--- src/rtl/dense_layer_mac.sv ---
// Fully-connected layer MAC: streams one activation plus a weight column per beat,
// then rescales and saturates each row. Optional macro DENSE_LAYER_BIAS_EN adds a per-row bias.
module dense_layer_mac #(
    parameter int datawidth = 11,
    parameter int wwidth    = 8,
    parameter int rows      = 10,
    parameter int cols      = 16,
    parameter int shift     = 7
) (
    input  logic                           clk,
    input  logic                           rst_overall,
    input  logic                           rst_vals,
    input  logic                           start,
    input  logic                           in_valid,
    input  logic signed [datawidth-1:0]    in_data,
    input  logic [rows*wwidth-1:0]         w_col,
    input  logic [rows*datawidth-1:0]      bias,
    output logic                           busy,
    output logic [rows*datawidth-1:0]      out,
    output logic                           layer_done
);

    localparam int ACCW = datawidth + wwidth + $clog2(cols) + 1;
    localparam int CNTW = $clog2(cols) + 1;
    localparam int MULW = datawidth + wwidth;

    localparam logic [1:0] IDLE   = 2'd0;
    localparam logic [1:0] ACCUM  = 2'd1;
    localparam logic [1:0] FINISH = 2'd2;

    localparam logic signed [ACCW:0] SAT_MAX = (ACCW+1)'((2 ** (datawidth - 1)) - 1);
    localparam logic signed [ACCW:0] SAT_MIN = -SAT_MAX - (ACCW+1)'(1);

    logic [1:0]                   state;
    logic [CNTW-1:0]              count;
    logic signed [ACCW-1:0]       acc_p0 [rows];
    logic signed [wwidth-1:0]     w_r [rows];
    logic signed [MULW-1:0]       mul [rows];
    logic signed [ACCW-1:0]       prod [rows];
    logic signed [ACCW:0]         y [rows];
    logic [rows*datawidth-1:0]    res_packed;
    logic [rows*datawidth-1:0]    out_p1;
    logic                         layer_done_p1;

    function automatic logic signed [datawidth-1:0] sat_fn(input logic signed [ACCW:0] v);
        if (v > SAT_MAX)
            return SAT_MAX[datawidth-1:0];
        else if (v < SAT_MIN)
            return SAT_MIN[datawidth-1:0];
        else
            return v[datawidth-1:0];
    endfunction

`ifdef DENSE_LAYER_BIAS_EN
    logic signed [datawidth-1:0]  b_r [rows];
`else
    // Bias port kept for a stable interface; it has no effect in this build.
    logic unused_bias;
    assign unused_bias = ^bias;
`endif

    always_comb begin
        res_packed = '0;
        for (int r = 0; r < rows; r++) begin
            w_r[r]  = $signed(w_col[(rows-r-1)*wwidth +: wwidth]);
            mul[r]  = in_data * w_r[r];
            prod[r] = ACCW'(mul[r]);
`ifdef DENSE_LAYER_BIAS_EN
            b_r[r]  = $signed(bias[(rows-r-1)*datawidth +: datawidth]);
            y[r]    = (ACCW+1)'(acc_p0[r] >>> shift) + (ACCW+1)'(b_r[r]);
`else
            y[r]    = (ACCW+1)'(acc_p0[r] >>> shift);
`endif
            res_packed[(rows-r-1)*datawidth +: datawidth] = sat_fn(y[r]);
        end
    end

    // Stage p0: accumulate beats; stage p1: rescale/saturate into the output register.
    always_ff @(posedge clk) begin
        if (rst_overall || rst_vals) begin
            state         <= IDLE;
            count         <= '0;
            out_p1        <= '0;
            layer_done_p1 <= 1'b0;
            for (int r = 0; r < rows; r++)
                acc_p0[r] <= '0;
        end else begin
            layer_done_p1 <= 1'b0;
            case (state)
                IDLE: begin
                    if (start) begin
                        state <= ACCUM;
                        count <= '0;
                        for (int r = 0; r < rows; r++)
                            acc_p0[r] <= '0;
                    end
                end
                ACCUM: begin
                    if (in_valid) begin
                        for (int r = 0; r < rows; r++)
                            acc_p0[r] <= acc_p0[r] + prod[r];
                        count <= count + 1'b1;
                        if (count == CNTW'(cols - 1))
                            state <= FINISH;
                    end
                end
                FINISH: begin
                    out_p1        <= res_packed;
                    layer_done_p1 <= 1'b1;
                    state         <= IDLE;
                end
                default: state <= IDLE;
            endcase
        end
    end

    assign busy       = (state != IDLE);
    assign out        = out_p1;
    assign layer_done = layer_done_p1;

endmodule
--- config.mk ---
export PLATFORM = sky130hd
export DESIGN_NAME = dense_layer_mac
export DESIGN_NICKNAME = d
export VERILOG_FILES = /design/src/rtl/dense_layer_mac.sv
export SDC_FILE = /design/constraint.sdc
export NUM_CORES = 2
export LEC_CHECK = 0
export ABC_AREA = 1
export CAP_MARGIN = 15
export CORE_MARGIN = 2
export CORE_UTILIZATION = 45
export DETAILED_ROUTE_END_ITERATION = 6
export GPL_TIMING_DRIVEN = 0
export SYNTH_ARGS = -nofsm -noshare
export SYNTH_HDL_FRONTEND = slang
export SYNTH_SLANG_ARGS = --single-unit
--- constraint.sdc ---
create_clock -name clk -period 11 [get_ports clk]
set_input_delay 1.1 -clock clk [delete_from_list [all_inputs] [get_ports clk]]
set_output_delay 1.1 -clock clk [all_outputs]
set_load 0.02 [all_outputs]
==> flow_metrics.py <==
metrics = {
    "grt": {
        "grt_overflow": 0,
        "grt_pass1_wl_um": 307000,
        "grt_max_degree": 48,
        "track_usage_pct": 29.3,
        "grt_antenna_before_repair": 23,
        "grt_pass1_vias": 50600,
    },
    "finish": {
        "regArea_sq_um": 9570,
        "multi_input_area_sq_um": 44200,
        "layout_common_cells": "1,812 x inv_1, 1,727 x nand2_1, 1,130 x fa_1",
        "fin_util_pct": 50.2,
        "fin_cells": 9590,
        "drive_gt1_share_pct": 2.65,
        "syn_to_final_growth_pct": 10.6,
        "n_fill_cell": 13100,
        "nNetsFinal": 9635,
        "final_common_cell": "inv_1",
    },
    "sta": {
        "post-route-min-period_ps": 6440,
        "worst_pin_slew_ps": 1300,
        "fin_skew_ps": 37.0,
        "fin_ws_ps": 4560,
        "hold_violations": 0,
        "report.final.slew_viol_count": 0,
        "rsz0062_at_grt": "false",
        "timing.final.crit_share_pct": 58.6,
        "max_freq_mhz": 155,
        "max_slew_margin_pct": 13.5,
        "setup_viol": 0,
    },
    "logic_synthesis": {
        "synth_edf_count": 240,
        "netlist_area_sq_um": 61500,
        "yosys_warnings": 0,
        "synth_top_cell_by_area": "fa_1",
        "synthFlopType": "edfxtp_1",
        "syn_nets": 9362,
        "ys_seq_elements": 358,
        "synth_cells": 7484,
        "synth.top_cell.area_share_pct": 36.8,
        "syn_avg_cell_area_sq_um": 8.22,
        "async_flop_share_pct": 0,
        "synth.distinct_cells": 47,
        "synth_area_leaders": "fa_1 37%, edfxtp_1 12%, inv_1 11%",
        "ys_seq_area_share_pct": 15.6,
    },
    "setup_path": {
        "cp_slowest_stage_delay_ps": 810,
        "cp_slowest_cell": "clkbuf_2",
        "worstSetupPathType": "input pin to flip-flop",
        "cp_data_arrival_time_ps": 6960,
        "cp_top_family": "adder cells",
        "worst_ep_required_time_ps": 11520,
        "worstPathMaxFanout": 13,
        "path_cells": "clkbuf_1 -> clkbuf_2 -> nand2_1 -> inv_1 -> fa_1 -> fa_1 -> fa_1 -> inv_1 -> fa_1 -> inv_1 -> ha_1 -> ha_1 -> a21oi_1 -> o21ai_0 -> o21ai_0 -> nand3_1 -> nand2_1 -> inv_1 -> nor2_1",
        "critPathBufInv": 6,
        "crit_path_end_kind": "flip-flop",
        "start_kind": "input pin",
    },
    "status": {
        "status": "complete, no violations",
    },
    "cts": {
        "cts_tree": "built",
        "post_cts_buffers": 0,
        "cts_buffers": 52,
        "cts_sinks": 358,
        "clk_pin_slew_ps": 60,
        "postCtsHoldBufs": 0,
        "ctsResizeCount": 0,
        "clock_latency_ps": 690,
        "cts-root-buf": "clkbuf_16",
        "clk_path_buf_depth": 3,
        "h-tree-depth": 2,
    },
    "floorplanning": {
        "start_util_pct": 45.4,
        "die_width_um": 374,
        "die_h_um": 374,
        "num_rows": 135,
        "die_area_sq_um": 140000,
        "pin_count": 318,
        "core_sq_um": 136000,
    },
    "power_and_ir_drop": {
        "ir_drop_mv": 0.148,
        "p_per_area_nw_per_um2": 256,
        "p_leak_nw": 37.0,
        "finalPower_mw": 17.4,
    },
    "place": {
        "dp_hpwl_um": 162000,
        "portBuffers": 196,
        "pre_cts_slack_ps": 3920,
        "dp_cells": 9481,
        "gp_congestion": 0.954,
    },
    "route": {
        "drtAntennaViolNets": 0,
        "drc": 0,
        "wl_per_cell_um": 20.9,
        "wl_um": 201000,
        "viasPerCell": 5.15,
        "vias": 49300,
        "first_iter_violations": 3950,
        "dr.pass1.iters": 6,
    },
    "job": {
        "cap_violations": 0,
    },
    "min_path": {
        "hp-class": "flip-flop to flip-flop",
    },
}
[report_power, final]
part	switching, mW	leakage, nW	total (mW)	internal (mW)
Sequential	0.0815	3.74	1.60	1.52
Clock	0.804	0.897	1.86	1.06
Combinational	8.94	32.3	14.0	5.03
Total	9.83	37.0	17.4	7.60
[cell type report]
type	count	share of cell area, %
diodes	8	0.0294
plain buffers	232	1.46
clock buffers	70	2.31
clock inverters	28	0.362
inverters	1820	10.0
multi-input cells	5074	64.9
flip-flops and latches	358	14.1
well taps	1781	3.28
repair buffers	219	3.52
[final timing paths]
check	startpoint	to	slack, ps	cells after the start
worst max-delay path	in_data[10]	acc_p0[9][22]	4560	19
worst min-delay path	out[64]	out[64]	460	2
worst max register to register	acc_p0[8][6]	acc_p0[8][15]	6350	17
worst min register to register	out[64]	out[64]	460	2
[metrics by stage]
stage / setup TNS (ps) / hold slack (ps) / cell area, sq um
CTS: 0 / 464 / 68000
floorplan: 0 / 460 / 61500
global route: 0 / 481 / 68000
global placement: -1507100 / 451 / 65700
finish: 0 / 462 / 68000
detailed placement: 0 / 454 / 66200
[routing by layer]
| layer | part of all wire (%) | global-route usage (%) | vias up |
|---|---|---|---|
| li1 | - | - | 23000 |
| met1 | 43 | 40.8 | 24200 |
| met2 | 45 | 46.0 | 1802 |
| met3 | 8.5 | 5.28 | 334 |
| met4 | 4.0 | 10.2 | 18 |
| met5 | 0.058 | 0 | - |
[worst reg2reg max path: cells and delay by family (launching register included)]
| kind | cells | cell delay [ps] |
|---|---|---|
| adders and majority gates | 6 | 2820 |
| AOI/OAI and AO/OA | 2 | 540 |
| and+or+nand+nor | 5 | 520 |
| DFF | 1 | 310 |
| buffers and inverters | 4 | 200 |
[logic make-up after synthesis]
group / after synthesis / share of synthesized area, %
buffers and inverters: 2052 / 12.7
adders and majority gates: 1672 / 47.8
xor gates and xnor gates: 44 / 0.626
DFF: 358 / 15.6
AOI/OAI and AO/OA: 746 / 6.47
and+or+nand+nor: 2612 / 16.9
[synthesized netlist by cell type (7+ instances only)]
| library cell | n |
|---|---|
| inv_1 | 1812 |
| nand2_1 | 1727 |
| fa_1 | 1130 |
| nor2_1 | 566 |
| ha_1 | 542 |
| a21oi_1 | 410 |
| edfxtp_1 | 240 |
| o21ai_0 | 230 |
| clkbuf_1 | 200 |
| nand3_1 | 181 |
| dfxtp_1 | 118 |
| nand4_1 | 47 |
| o21ai_1 | 41 |
| nor3_1 | 29 |
| xor2_1 | 24 |
| and2_1 | 20 |
| o21bai_1 | 20 |
| xnor2_1 | 20 |
| or2_2 | 15 |
| a21o_1 | 12 |
| buf_2 | 10 |
| buf_6 | 10 |
| nand3b_1 | 10 |
| o21a_1 | 9 |
| clkbuf_2 | 7 |
[state kept, by name, summed over array words and instances, names as in the netlist]
| name | count |
|---|---|
| layer_done | 1 |
| state | 2 |
| out | 110 |
| acc_p0 | 240 |
| count | 5 |
Power figures use the tool's default switching activity.
